$ cat src/rtl/gpio_cfg_pkg.sv
// Shared types and constants for the GPIO pad configuration serial loader.
// Holds the per-pad word width, the loader state encoding and the power-on pad default.
package gpio_cfg_pkg;

    localparam int CFG_BITS = 13;

    localparam logic [CFG_BITS-1:0] GPIO_CFG_DEFAULT = 13'h1803;

    typedef enum logic [2:0] {
        IDLE  = 3'd0,
        FETCH = 3'd1,
        SHIFT = 3'd2,
        LOAD  = 3'd3,
        DONE  = 3'd4
    } state_e;

    // Both chains are clocked together, so the transfer needs as many word slots as the longer chain.
    function automatic int word_slots(input int area1_pads, input int total_pads);
        int area2_pads;
        area2_pads = total_pads - area1_pads;
        return (area1_pads > area2_pads) ? area1_pads : area2_pads;
    endfunction

endpackage

$ cat src/rtl/gpio_cfg_shifter.sv
// One CFG_BITS-wide MSB-first output shift register feeding a pad configuration chain.
// A capture either loads the fetched word or an all-zero filler word.
module gpio_cfg_shifter
    import gpio_cfg_pkg::*;
(
    input  logic                clk,
    input  logic                rst,
    input  logic                load_en,
    input  logic                fill_zero,
    input  logic                shift_en,
    input  logic [CFG_BITS-1:0] data_in,
    output logic                serial_out
);

    logic [CFG_BITS-1:0] shreg_r;
    logic [CFG_BITS-1:0] shreg_s;

    // Next shift register value: capture, shift towards the MSB, or hold.
    always_comb begin
        shreg_s = shreg_r;
        if (load_en) begin
            if (fill_zero) begin
                shreg_s = {CFG_BITS{1'b0}};
            end else begin
                shreg_s = data_in;
            end
        end else if (shift_en) begin
            shreg_s = {shreg_r[CFG_BITS-2:0], 1'b0};
        end else begin
            shreg_s = shreg_r;
        end
    end

    // Shift register storage; zero fill-in means the output idles low once a word is sent.
    always_ff @(posedge clk or posedge rst) begin
        if (rst) begin
            shreg_r <= {CFG_BITS{1'b0}};
        end else begin
            shreg_r <= shreg_s;
        end
    end

    assign serial_out = shreg_r[CFG_BITS-1];

endmodule

$ cat src/rtl/gpio_cfg_serial_loader.sv
// Streams one configuration word per user pad into the two pad control chains,
// then strobes the chains' parallel load.
module gpio_cfg_serial_loader
    import gpio_cfg_pkg::*;
#(
    parameter int AREA1PADS  = 19,
    parameter int TOTAL_PADS = 38,
    parameter int CLK_DIV    = 2
) (
    input  logic                          wb_clk_i,
    input  logic                          wb_rst_i,
    input  logic                          xfer_start,
    output logic                          busy,
    output logic                          done,
    output logic [$clog2(TOTAL_PADS)-1:0] cfg_addr_1,
    output logic [$clog2(TOTAL_PADS)-1:0] cfg_addr_2,
    input  logic [CFG_BITS-1:0]           cfg_data_1,
    input  logic [CFG_BITS-1:0]           cfg_data_2,
    output logic                          serial_clock,
    output logic                          serial_load,
    output logic                          serial_resetn,
    output logic                          serial_data_1,
    output logic                          serial_data_2
);

    localparam int AW    = $clog2(TOTAL_PADS);
    localparam int NW    = word_slots(AREA1PADS, TOTAL_PADS);
    localparam int FILL1 = NW - AREA1PADS;
    localparam int FILL2 = NW - (TOTAL_PADS - AREA1PADS);
    localparam int WW    = $clog2(NW + 1);
    localparam int BW    = $clog2(CFG_BITS);
    localparam int DW    = (CLK_DIV > 1) ? $clog2(CLK_DIV) : 1;

    localparam logic [WW-1:0] WORD_LAST = WW'(NW - 1);
    localparam logic [BW-1:0] BIT_TOP   = BW'(CFG_BITS - 1);
    localparam logic [DW-1:0] DIV_TOP   = DW'(CLK_DIV - 1);

    state_e        state_r;
    state_e        state_s;
    logic [DW-1:0] div_r;
    logic [DW-1:0] div_s;
    logic          phase_r;
    logic          phase_s;
    logic [BW-1:0] bit_r;
    logic [BW-1:0] bit_s;
    logic [WW-1:0] word_r;
    logic [WW-1:0] word_s;
    logic          div_end_s;
    logic          capture_s;
    logic          shift_s;

    int            slot_s;
    logic [AW-1:0] addr_1_s;
    logic [AW-1:0] addr_2_s;
    logic          fill_1_s;
    logic          fill_2_s;

    logic          busy_r;
    logic          done_r;
    logic          sclk_r;
    logic          load_r;
    logic          resetn_r;
    logic [AW-1:0] addr_1_r;
    logic [AW-1:0] addr_2_r;

    // Next-state and counter logic; phase_r is the serial clock level in SHIFT and the
    // first/second cycle marker in FETCH and LOAD.
    always_comb begin
        state_s   = state_r;
        div_s     = div_r;
        phase_s   = phase_r;
        bit_s     = bit_r;
        word_s    = word_r;
        div_end_s = (div_r == DIV_TOP);
        capture_s = 1'b0;
        shift_s   = 1'b0;
        case (state_r)
            IDLE: begin
                if (xfer_start) begin
                    state_s = FETCH;
                    div_s   = {DW{1'b0}};
                    phase_s = 1'b0;
                    bit_s   = BIT_TOP;
                    word_s  = {WW{1'b0}};
                end else begin
                    state_s = IDLE;
                end
            end
            FETCH: begin
                if (phase_r) begin
                    capture_s = 1'b1;
                    phase_s   = 1'b0;
                    div_s     = {DW{1'b0}};
                    state_s   = SHIFT;
                end else begin
                    phase_s = 1'b1;
                end
            end
            SHIFT: begin
                if (div_end_s) begin
                    div_s = {DW{1'b0}};
                    if (!phase_r) begin
                        phase_s = 1'b1;
                    end else begin
                        phase_s = 1'b0;
                        shift_s = 1'b1;
                        if (bit_r == {BW{1'b0}}) begin
                            bit_s = BIT_TOP;
                            if (word_r == WORD_LAST) begin
                                state_s = LOAD;
                            end else begin
                                word_s  = word_r + WW'(1);
                                state_s = FETCH;
                            end
                        end else begin
                            bit_s = bit_r - BW'(1);
                        end
                    end
                end else begin
                    div_s = div_r + DW'(1);
                end
            end
            LOAD: begin
                if (div_end_s) begin
                    div_s = {DW{1'b0}};
                    if (phase_r) begin
                        phase_s = 1'b0;
                        state_s = DONE;
                    end else begin
                        phase_s = 1'b1;
                    end
                end else begin
                    div_s = div_r + DW'(1);
                end
            end
            DONE: begin
                state_s = IDLE;
            end
            default: begin
                state_s = IDLE;
            end
        endcase
    end

    // Chain 1 runs pads downward, chain 2 upward; the shorter chain's leading slots are filler.
    always_comb begin
        slot_s = int'(word_s);
        if (slot_s < FILL1) begin
            addr_1_s = {AW{1'b0}};
        end else begin
            addr_1_s = AW'(NW - 1 - slot_s);
        end
        if (slot_s < FILL2) begin
            addr_2_s = {AW{1'b0}};
        end else begin
            addr_2_s = AW'(AREA1PADS + slot_s - FILL2);
        end
        fill_1_s = (int'(word_r) < FILL1);
        fill_2_s = (int'(word_r) < FILL2);
    end

    // State, counters and registered outputs, all decoded from the next state.
    always_ff @(posedge wb_clk_i or posedge wb_rst_i) begin
        if (wb_rst_i) begin
            state_r  <= IDLE;
            div_r    <= {DW{1'b0}};
            phase_r  <= 1'b0;
            bit_r    <= {BW{1'b0}};
            word_r   <= {WW{1'b0}};
            busy_r   <= 1'b0;
            done_r   <= 1'b0;
            sclk_r   <= 1'b0;
            load_r   <= 1'b0;
            resetn_r <= 1'b0;
            addr_1_r <= {AW{1'b0}};
            addr_2_r <= {AW{1'b0}};
        end else begin
            state_r  <= state_s;
            div_r    <= div_s;
            phase_r  <= phase_s;
            bit_r    <= bit_s;
            word_r   <= word_s;
            busy_r   <= (state_s != IDLE);
            done_r   <= (state_s == DONE);
            sclk_r   <= (state_s == SHIFT) && phase_s;
            load_r   <= (state_s == LOAD);
            resetn_r <= 1'b1;
            if (state_s == FETCH) begin
                addr_1_r <= addr_1_s;
                addr_2_r <= addr_2_s;
            end
        end
    end

    gpio_cfg_shifter u_shift_1 (
        .clk        (wb_clk_i),
        .rst        (wb_rst_i),
        .load_en    (capture_s),
        .fill_zero  (fill_1_s),
        .shift_en   (shift_s),
        .data_in    (cfg_data_1),
        .serial_out (serial_data_1)
    );

    gpio_cfg_shifter u_shift_2 (
        .clk        (wb_clk_i),
        .rst        (wb_rst_i),
        .load_en    (capture_s),
        .fill_zero  (fill_2_s),
        .shift_en   (shift_s),
        .data_in    (cfg_data_2),
        .serial_out (serial_data_2)
    );

    assign busy          = busy_r;
    assign done          = done_r;
    assign serial_clock  = sclk_r;
    assign serial_load   = load_r;
    assign serial_resetn = resetn_r;
    assign cfg_addr_1    = addr_1_r;
    assign cfg_addr_2    = addr_2_r;

endmodule
$ cat config.mk
export PLATFORM = sky130hd
export DESIGN_NAME = gpio_cfg_serial_loader
export DESIGN_NICKNAME = d
export VERILOG_FILES = /design/src/rtl/gpio_cfg_pkg.sv /design/src/rtl/gpio_cfg_shifter.sv /design/src/rtl/gpio_cfg_serial_loader.sv
export SDC_FILE = /design/constraint.sdc
export NUM_CORES = 1
export LEC_CHECK = 0
export BUFFER_PORTS_ARGS = -buffer_cell sky130_fd_sc_hd__buf_2
export CORE_ASPECT_RATIO = 1.4
export CORE_MARGIN = 2
export CORE_UTILIZATION = 60
export CTS_CLUSTER_DIAMETER = 80
export DETAILED_ROUTE_END_ITERATION = 10
export PLACE_DENSITY = 0.95
export SETUP_SLACK_MARGIN = 0.15
export SYNTH_ARGS = -nofsm -noshare
export SYNTH_HDL_FRONTEND = slang
export SYNTH_HIERARCHICAL = 1
export SYNTH_SLANG_ARGS = --single-unit
$ cat constraint.sdc
create_clock -name wb_clk_i -period 5.1 [get_ports wb_clk_i]
set_input_delay 0.765 -clock wb_clk_i [delete_from_list [all_inputs] [get_ports wb_clk_i]]
set_output_delay 0.765 -clock wb_clk_i [all_outputs]
set_load 0.01 [all_outputs]
==> impl_metrics.json, run 1 <==
{
  "status": "finished, final reports clean",
  "antenna_found_initial": 0,
  "ys_ff_latch": 56,
  "p_sw_frac": 0.207,
  "grt_usage": 0.220,
  "slew_viol_final": 0,
  "worst_pin_slew_ns": 1.13,
  "numPortBuffers": 47,
  "numPlacedInstances": 360,
  "die_area_um2": 5460,
  "netlist_top_cells_area": "dfrtp_1 (48%), mux2i_1 (8.2%), o2bb2ai_1 (5.4%)",
  "power_density_nw_per_um2": 234,
  "htreeDepth": 2,
  "switching_power_uw": 157,
  "rrSetupSlack_ns": 2.49,
  "rsz0062_at_grt": "false",
  "synthFlopType": "dfrtp_1",
  "cp.arrival_ns": 2.79,
  "seq_area_frac_synth": 0.479,
  "core_region_area_um2": 4770,
  "die_x_um": 63.0,
  "initial_core_util": 0.614,
  "critPathLaunch": "bit_r[0]",
  "pin_count": 48,
  "hold_viol": 0,
  "tritoncts": "built",
  "drc": 0,
  "clkTransAtPathRegs_ns": 0.10,
  "drive_above_1_share": 0.247,
  "die_height_um": 86.6,
  "worstSkewPairLatency_ns": 0.31,
  "diodes": 0,
  "crit_fanout": 7,
  "syn_area_per_cell_um2": 11.3,
  "p_int_uw": 603,
  "clock_sinks": 56,
  "netlist_instances": 258,
  "clockBufferDepth": 2,
  "start_kind": "register",
  "hold_class": "input pin to async pin",
  "wirelength_mm": 5.34,
  "synth_top_area_share": 0.479,
  "grt_overflow_total": 0,
  "grt_start_max_net_pins": 33,
  "area_growth_pct": 11.2,
  "crit_path_end_kind": "register",
  "endpoint": "cfg_addr_1[4]",
  "max_cap_viol_count": 0,
  "reg2reg_to": "cfg_addr_1[4]",
  "ant_nets": 0,
  "vias": 2112,
  "synth_area_um2": 2930,
  "vdd_drop_max_mv": 0.153,
  "cts_buffers": 5,
  "hold_buffers": 0,
  "setup_viol": 0,
  "hpwl_mm": 3.95,
  "worstSetupPathType": "register to register",
  "tns_ns": 0,
  "vias_per_cell": 5.74,
  "max_slew_margin": 0.246,
  "cts_resized": 0,
  "root_buffer": "clkbuf_8",
  "r2r-start": "bit_r[0]",
  "r2r_cells": 10,
  "finalNonFillerCells": 368,
  "finClkSkew_ns": 0.00456,
  "pwr-share-clk": 0.376,
  "cts_setup_buffers": 0,
  "p_comb_frac": 0.035,
  "final_nets": 338,
  "synth-edff-count": 0,
  "grt_pass1_vias": 2171,
  "critPathRequiredTime_ns": 5.28,
  "fin_crit_sh": 0.512,
  "yosys_warnings": 6,
  "synth-async-reset-ratio": 1.00,
  "grt_pass1_wl_mm": 9.58,
  "clock.fmax_mhz": 383,
  "period_minus_slack_ns": 2.61,
  "sequentialPowerShare": 0.589,
  "p_leak_uw": 0.00145,
  "drt_iter0_drc": 112,
  "first_pass_iters": 4,
  "yosys.area.top_type": "dfrtp_1",
  "synth_cell_types": 62,
  "num_rows": 30,
  "post_drt_wl_per_cell_um": 14.5,
  "gp_congestion": 0.784
}
==> registers in the layout, summed over array words and instances (netlist names) <==
| register | count |
|---|---|
| u_shift_2/shreg_r | 13 |
| word_r | 5 |
| div_end_s | 1 |
| cfg_addr_1 | 6 |
| serial_resetn | 1 |
| busy | 1 |
| done | 1 |
| cfg_addr_2 | 5 |
| serial_load | 1 |
| bit_r | 4 |
| state_r | 3 |
| serial_clock | 1 |
| phase_r | 1 |
| u_shift_1/shreg_r | 13 |
==> logic make-up (layout without fill, tap and decap cells) <==
| logic type | count (synthesis) | count (layout) | synth area share |
|---|---|---|---|
| and+or+nand+nor | 71 | 71 | 0.151 |
| AOI/OAI and AO/OA | 64 | 64 | 0.172 |
| DFF | 56 | 56 | 0.479 |
| buffers and inverters | 27 | 68 | 0.0616 |
| muxes | 26 | 26 | 0.0898 |
| adders and majority gates | 6 | 6 | 0.0257 |
| xor gates and xnor gates | 6 | 6 | 0.0180 |
| other | 2 | 7 | 0.00257 |
==> cells in the mapped netlist (2+ instances only) <==
cell and instances:
and3_1 4, nor2b_1 3, and2_1 2, a31oi_1 3, a21oi_1 2, dfrtp_1 56
and2b_1 2, ha_1 6, clkbuf_1 3, nand3b_1 4, o21ai_1 14, nand2_1 16
mux2i_1 24, xor2_1 2, xnor2_1 4, o22ai_1 2, buf_12 2, buf_2 4
conb_1 2, nand2b_1 2, nor3_1 4, o2bb2ai_1 18, nand3_1 2, inv_1 10
nor2_1 9, buf_6 4, buf_4 3, o21ai_0 7, or3_1 2, o2bb2ai_2 2
a21o_1 3, nor3b_1 6, o41ai_1 2
==> worst min-delay path by stage <==
| stage | startpoint | endpoint | slack [ns] | depth (start not counted) |
|---|---|---|---|---|
| CTS | wb_rst_i | u_shift_1/shreg_r[11] | 0.47 | 2 |
| finish | wb_rst_i | u_shift_1/shreg_r[0] | 0.47 | 2 |
| global placement | cfg_addr_2[2] | cfg_addr_2[2] | 0.47 | 2 |
| global route | wb_rst_i | u_shift_1/shreg_r[11] | 0.50 | 2 |
| floorplan | bit_r[1] | bit_r[1] | 0.49 | 2 |
| detailed placement | cfg_addr_1[3] | cfg_addr_1[3] | 0.48 | 2 |
==> power by group through the flow <==
stage | Combinational [µW] | Clock [µW] | Sequential (µW)
after floorplan | 10.7 | 0 | 457
after global placement | 26.7 | 0 | 456
after detailed placement | 27.2 | 0 | 457
after CTS | 27.3 | 294 | 448
after global routing | 30.9 | 315 | 448
final | 26.5 | 286 | 448
==> stage by stage <==
stage	util	hold WS (ns)	worst slack, ns	total power, µW	instance area, µm²
2_1_floorplan	-	0.490	2.71	468	2950
3_3_place_gp	0.659	0.469	2.59	483	3140
3_5_place_dp	0.659	0.479	2.49	484	3140
4_1_cts	0.682	0.474	2.46	769	3250
5_1_grt	0.682	0.500	2.25	794	3250
6_report	0.682	0.469	2.49	760	3250
==> layout by cell type (no fill, tap or decap), drive strengths merged, types with 2 or more instances in the layout <==
cell type   n
nor3b       7
xor2        2
inv        11
nand3b      5
nand3       2
and2        3
nor2b       3
nor2       10
a21o        3
o22ai       3
dfrtp      56
nor3        4
clkbuf      5
o41ai       2
o2bb2ai    20
or3         2
ha          6
o21ai      22
a31oi       3
nand2      16
nor4        2
xnor2       4
conb        7
and3        5
or3b        2
buf        49
nand2b      2
a22oi       2
mux2        2
a21oi       2
mux2i      24
and2b       2
==> layer usage <==
metal  GRT usage  routed length (µm)
met5           0                   0
met1       0.241                2040
met2       0.418                3010
met3      0.0416                 211
met4      0.0828                  79
==> area by class of cell <==
type                       count  area (µm²)
clock buffer                   5        68.8
clock inverter                 3        42.5
fill                         362        1510
inverter                      11        41.3
multi-input combinational    180        1370
sequential                    56        1400
tap                           64        80.1
timing repair buffer          49         250
==> critical path, cell delays in order, from the launching register on <==
cell and delay [ns]:
dfrtp_1 0.43, inv_1 0.07, ha_1 0.20, nor3b_2 0.40, nand2_1 0.15, a221oi_2 0.41
inv_1 0.12, ha_1 0.24, and4b_1 0.26, xnor2_1 0.12, o21ai_1 0.08
Power figures use the tool's default switching activity.
==> run 2, diff against run 1 <==
ABC_AREA = 1   (was unset)
CORE_UTILIZATION = 51   (was 60)
PLACE_DENSITY = 0.87   (was 0.95)
clock period = 2.2 ns   (was 5.1 ns; I/O delays follow)
==> run 2 against run 1 <==
Effect of this change:
- cell count up 47%
- first-iteration DRC count up 110%
- fmax up 38%
- hold slack worse by 0.43 ns
- critical path depth up 4
- area after synthesis up 6.3%
- utilization down 8.0 points
- critical path type unchanged
==> impl_metrics.json, run 2 <==
{
  "tns_ns": 0,
  "yosys_warnings": 6,
  "setup_viol": 0,
  "ant_nets": 0,
  "synth_area_um2": 3110,
  "crit_fanout": 6,
  "synth-edff-count": 0,
  "sequentialPowerShare": 0.613,
  "final_cell_mix": "nand2_1 (190), dfrtp_1 (56), buf_2 (47), nand3_1 (42), inv_1 (26)",
  "die_height_um": 96.4,
  "num_rows": 33,
  "pwr-share-clk": 0.350,
  "netlist_top_cells_area": "dfrtp_1 (45%), nand2_1 (23%), nand3_1 (6.8%)",
  "filler_cell_count": 531,
  "gp_congestion": 0.873,
  "multi_input_area_um2": 1490,
  "die_x_um": 70.0,
  "clock.fmax_mhz": 527,
  "cts_buffers": 5,
  "drive_above_1_share": 0.227,
  "worstSkewPairLatency_ns": 0.32,
  "slew_viol_final": 0,
  "yosys.area.top_type": "dfrtp_1",
  "regArea_um2": 1400,
  "hold_viol": 0,
  "p_sw_frac": 0.236,
  "hold_class": "input pin to async pin",
  "vias_per_cell": 5.07,
  "ys_ff_latch": 56,
  "clkTransAtPathRegs_ns": 0.10,
  "initial_core_util": 0.531,
  "grt_start_max_net_pins": 32,
  "grt_overflow_total": 0,
  "max_cap_viol_count": 0,
  "max_slew_margin": 0.629,
  "clock_sinks": 56,
  "period_minus_slack_ns": 1.90,
  "post_drt_wl_per_cell_um": 12.1,
  "p_int_uw": 1290,
  "grt_pass1_vias": 2645,
  "cp.arrival_ns": 2.12,
  "rsz0062_at_grt": "true",
  "wirelength_mm": 6.55,
  "vdd_drop_max_mv": 0.353,
  "hold_buffers": 0,
  "finClkSkew_ns": 0.00822,
  "synth_top_area_share": 0.450,
  "core_region_area_um2": 5860,
  "seq_area_frac_synth": 0.450,
  "start_kind": "register",
  "critPathRequiredTime_ns": 2.42,
  "fin_crit_sh": 0.863,
  "netlist_instances": 422,
  "place_ws_ns": 0.0878,
  "yosys-top-cells-count": "nand2_1 (192), dfrtp_1 (56), nand3_1 (42), inv_1 (29), nor2_1 (14)",
  "mostFrequentLayoutCell": "nand2_1",
  "power_density_nw_per_um2": 478,
  "grt_pass1_wl_mm": 11.6,
  "htreeDepth": 2,
  "p_leak_uw": 0.00204,
  "worst_pin_slew_ns": 0.556,
  "numPortBuffers": 47,
  "synth_cell_types": 32,
  "synthFlopType": "dfrtp_1",
  "yosys.cell_count.top_type": "nand2_1",
  "syn_area_per_cell_um2": 7.37,
  "tritoncts": "built",
  "status": "finished, final reports clean",
  "pin_count": 48,
  "die_area_um2": 6750,
  "worstSetupPathType": "register to register",
  "drt_iter0_drc": 233,
  "hold_slack_ns": 0.0412,
  "hpwl_mm": 4.75,
  "root_buffer": "clkbuf_8",
  "p_comb_frac": 0.037,
  "area_growth_pct": 13.6,
  "switching_power_uw": 398,
  "grt_usage": 0.212,
  "drc": 0,
  "final_nets": 505,
  "vias": 2745,
  "synth-async-reset-ratio": 1.00,
  "antenna_found_initial": 0,
  "first_pass_iters": 5,
  "post-route-worst-setup-slack_ns": 0.301,
  "crit_path_end_kind": "register",
  "clockBufferDepth": 2,
  "diodes": 0
}
run 2: power by group through the flow:
stage               sequential, µW  clock [µW]  combinational, µW
finish                        1030         591               62.9
global route                  1040         644               72.5
CTS                           1040         609               62.8
detailed placement            1060           0               62.3
global placement              1060           0               61.3
floorplan                     1060           0               26.7
run 2: metal layers:
layer,up-vias,share of wire,GRT usage
met4,0,0.022,0.0753
li1,1397,-,-
met3,17,0.044,0.0342
met5,-,0,0
met1,1257,0.40,0.236
met2,74,0.53,0.407
run 2: worst paths after layout:
kind                                             from                     to  slack, ns  cells after the start
worst max-delay path                         bit_r[0]          cfg_addr_1[4]       0.30                     14
worst min-delay path                         wb_rst_i  u_shift_2/shreg_r[12]       0.04                      2
worst max register to register               bit_r[0]          cfg_addr_1[4]       0.30                     14
worst min register to register  u_shift_1/shreg_r[12]  u_shift_1/shreg_r[12]       0.48                      2
max in group asynchronous                    wb_rst_i  u_shift_1/shreg_r[12]       1.81                      2
min in group wb_clk_i                   cfg_data_2[0]   u_shift_2/shreg_r[0]       0.24                      3
run 2: layout make-up:
type	instances	area share
repair buffers	53	0.0828
well taps	70	0.0248
inverters	43	0.0464
clock inverters	3	0.00779
flip-flops and latches	56	0.396
multi-input cells	311	0.422
clock buffers	5	0.0195
run 2: per-stage QoR:
stage / cells / area, µm² / total power (µW) / util
finish: 541 / 3530 / 1690 / 0.603
global route: 541 / 3530 / 1750 / 0.603
CTS: 538 / 3490 / 1710 / 0.595
detailed placement: 530 / 3380 / 1120 / 0.576
global placement: 530 / 3380 / 1120 / 0.576
floorplan: 423 / 3120 / 1080 / -
run 2: kinds of logic (layout without fill, tap and decap cells):
group / count (synthesis) / in the layout / share of synthesized area
simple gates: 276 / 276 / 0.391
flops: 56 / 56 / 0.450
buf+inv: 56 / 104 / 0.0836
compound gates: 25 / 25 / 0.0454
fa+ha+maj: 6 / 6 / 0.0241
other cells: 2 / 3 / 0.00241
xor+xnor: 1 / 1 / 0.00282
run 2: repair_timing:
action	4_1_cts	5_1_grt
buffers inserted	0	3
endpoints found under the setup margin	1	7
pin swaps	1	3
resized for setup	3	10
run 2: worst max-delay path, cell delays in order, from the launching register on:
cell	delay, ns
dfrtp_1	0.39
inv_2	0.09
ha_4	0.17
nand2_4	0.08
nor2_4	0.17
nand2_2	0.06
nand2_2	0.07
nand2_1	0.05
nand2_1	0.09
inv_1	0.09
ha_2	0.20
nor2_4	0.10
nand3_1	0.08
nand3_1	0.09
nand2_1	0.05
==> run 3, diff against run 2 <==
CORE_UTILIZATION = 50   (was 51)
PLACE_DENSITY = 0.86   (was 0.87)
REMOVE_ABC_BUFFERS = 1   (was unset)
SYNTH_HIERARCHICAL = unset   (was 1)
==> run 3 against run 2 <==
Effect of this change:
- clock skew is 0.0035 ns higher
- setup slack worse by 0.083 ns
- die area is 8.5% lower
- register-to-register slack worse by 0.08 ns
- non-clock buffer count is 11 higher
- largest power group unchanged
==> impl_metrics.json, run 3 <==
{
  "dpl_cell_area_um2": 3090,
  "hpwl_mm": 4.11,
  "final_cell_mix": "o21ai_0 (71), nand2_1 (63), dfrtp_1 (54), buf_2 (47), inv_1 (39)",
  "syn_area_per_cell_um2": 8.10,
  "final_util": 0.616,
  "mostFrequentLayoutCell": "o21ai_0",
  "area_growth_pct": 20.8,
  "clock.fmax_mhz": 505,
  "post_drt_wl_per_cell_um": 12.9,
  "synth_cell_types": 32,
  "start_kind": "register",
  "ys_ff_latch": 56,
  "filler_cell_count": 475,
  "diodes": 0,
  "vias": 2488,
  "p_comb_frac": 0.037,
  "setup_viol": 0,
  "htreeDepth": 2,
  "pin_count": 48,
  "first_pass_iters": 4,
  "synth_top_area_share": 0.504,
  "grt_overflow_total": 0,
  "drive_above_1_share": 0.287,
  "worstSkewPairLatency_ns": 0.31,
  "rsz0062_at_grt": "true",
  "yosys.area.top_type": "dfrtp_1",
  "p_sw_frac": 0.228,
  "num_rows": 32,
  "gp_congestion": 0.850,
  "grt_pass1_vias": 2451,
  "initial_core_util": 0.510,
  "regArea_um2": 1400,
  "cpPeakStageDelay_ns": 0.38,
  "vdd_drop_max_mv": 0.408,
  "power_density_nw_per_um2": 498,
  "hold_class": "input pin to async pin",
  "status": "finished, final reports clean",
  "die_height_um": 92.2,
  "yosys_warnings": 0,
  "netlist_instances": 343,
  "slowest_stage": "dfrtp_1",
  "core_region_area_um2": 5450,
  "synth_area_um2": 2780,
  "tritoncts": "built",
  "drc": 0,
  "clockBufferDepth": 2,
  "worst_pin_slew_ns": 0.535,
  "die_area_um2": 6180,
  "ant_nets": 0,
  "crit_path_end_kind": "register",
  "cp_common_cell": "inv_2",
  "grt_start_max_net_pins": 51,
  "synth-edff-count": 0,
  "sequentialPowerShare": 0.622,
  "cp.arrival_ns": 2.19,
  "multi_input_area_um2": 1200,
  "synth-async-reset-ratio": 1.00,
  "hold_buffers": 0,
  "numPortBuffers": 47,
  "critPathRequiredTime_ns": 2.41,
  "seq_area_frac_synth": 0.504,
  "crit_fanout": 5,
  "max_slew_margin": 0.643,
  "fin_crit_sh": 0.901,
  "slew_viol_final": 0,
  "p_leak_uw": 0.00168,
  "crit_chain": "inv_2 -> ha_4 -> nand2_4 -> nor2_4 -> nand2_2 -> nand2_2 -> nand3_2 -> nand2_4 -> inv_2 -> ha_4 -> inv_2 -> nand3_4 -> nor2_2 -> nand2_1 -> nand3_1 -> nand2_1",
  "max_cap_viol_count": 0,
  "hold_slack_ns": 0.0426,
  "hold_viol": 0,
  "pwr-share-clk": 0.341,
  "vias_per_cell": 5.27,
  "stdcell_area_um2": 3360,
  "clock_sinks": 56,
  "yosys.cell_count.top_type": "o21ai_0",
  "drt_iter0_drc": 157,
  "die_x_um": 67.0,
  "grt_usage": 0.202,
  "grt_pass1_wl_mm": 9.95,
  "worstSetupPathType": "register to register",
  "period_minus_slack_ns": 1.98,
  "wirelength_mm": 6.11,
  "yosys-top-cells-count": "o21ai_0 (71), nand2_1 (66), dfrtp_1 (56), inv_1 (44), nor2_1 (23)",
  "switching_power_uw": 381,
  "finClkSkew_ns": 0.0117,
  "tns_ns": 0,
  "netlist_top_cells_area": "dfrtp_1 (50%), o21ai_0 (13%), nand2_1 (8.9%)",
  "clkTransAtPathRegs_ns": 0.10,
  "root_buffer": "clkbuf_8",
  "p_int_uw": 1290,
  "antenna_found_initial": 0,
  "synthFlopType": "dfrtp_1",
  "final_nets": 438,
  "cts_buffers": 5
}
## run 3: cell count changes in the layout (fill, tap and decap cells not counted), moves of 3 or more
cell     delta
nand2_1   -127
o21ai_0    +63
nand3_1    -23
inv_1      +13
buf_4      +11
nor2_1      +8
a21oi_1     -4
nor2_2      -4
nand3_2     +3
## run 3: worst max-delay path, delay by kind of cell, from the launching register on
family                     cells  cell delay (ns)
and+or+nand+nor               11             0.99
buffers and inverters          3             0.21
adders and majority gates      2             0.32
DFF                            1             0.38
## run 3: cells by family (layout without fill, tap and decap cells)
family	Yosys count	in the layout	synth area share
buffers and inverters	65	126	0.0937
DFF	56	56	0.504
AOI/OAI and AO/OA	88	88	0.171
adders and majority gates	6	6	0.0270
other	1	1	0.00135
and+or+nand+nor	127	127	0.203
## run 3: metal layers
| metal | share of wire | global-route usage | routed length [µm] | up-vias |
|---|---|---|---|---|
| met4 | 0.020 | 0.0867 | 121 | 0 |
| met5 | 0 | 0 | 0 | - |
| met1 | 0.41 | 0.224 | 2500 | 1182 |
| li1 | - | - | - | 1217 |
| met2 | 0.52 | 0.368 | 3200 | 74 |
| met3 | 0.048 | 0.0307 | 294 | 15 |
## run 3: power by group through the flow
stage / Clock (µW) / Sequential (µW) / Combinational (µW)
global route: 616 / 1040 / 71.9
floorplan: 0 / 1060 / 22.6
CTS: 586 / 1040 / 64.5
global placement: 0 / 1060 / 62.4
finish: 569 / 1040 / 62.2
detailed placement: 0 / 1060 / 63.8
## run 3: final cells by class
cell class / instances / share of cell area
Inverter: 54 / 0.0611
Clock buffer: 5 / 0.0205
Multi-Input combinational cell: 222 / 0.356
Tap cell: 68 / 0.0254
Clock inverter: 3 / 0.00634
Sequential cell: 56 / 0.418
Timing Repair Buffer: 64 / 0.112
## run 3: final timing paths
kind	from	endpoint	slack [ns]	cells past startpoint
setup / recovery	bit_r[0]	cfg_addr_1[4]	0.22	16
hold / removal	wb_rst_i	u_shift_1.shreg_r[12]	0.04	2
setup reg to reg	bit_r[0]	cfg_addr_1[4]	0.22	16
hold reg to reg	cfg_addr_1[0]	cfg_addr_1[0]	0.48	2
max in group asynchronous	wb_rst_i	div_end_s	1.59	3
min in group wb_clk_i	cfg_data_2[0]	u_shift_2.shreg_r[0]	0.23	3
## run 3: timing repair
| item | in CTS | in global routing |
|---|---|---|
| pin swaps | 1 | 8 |
| setup buffers | 1 | 12 |
| hold endpoints to repair | 0 | 0 |
| resized for setup | 5 | 18 |
| endpoints found under the setup margin | 3 | 3 |
## run 3: stage by stage
step                setup WS [ns]  total power [µW]  instances
global route               0.0666              1730        472
global placement            0.164              1120        451
detailed placement         0.0537              1120        451
finish                      0.218              1670        472
floorplan                   0.266              1080        332
CTS                         0.156              1690        460
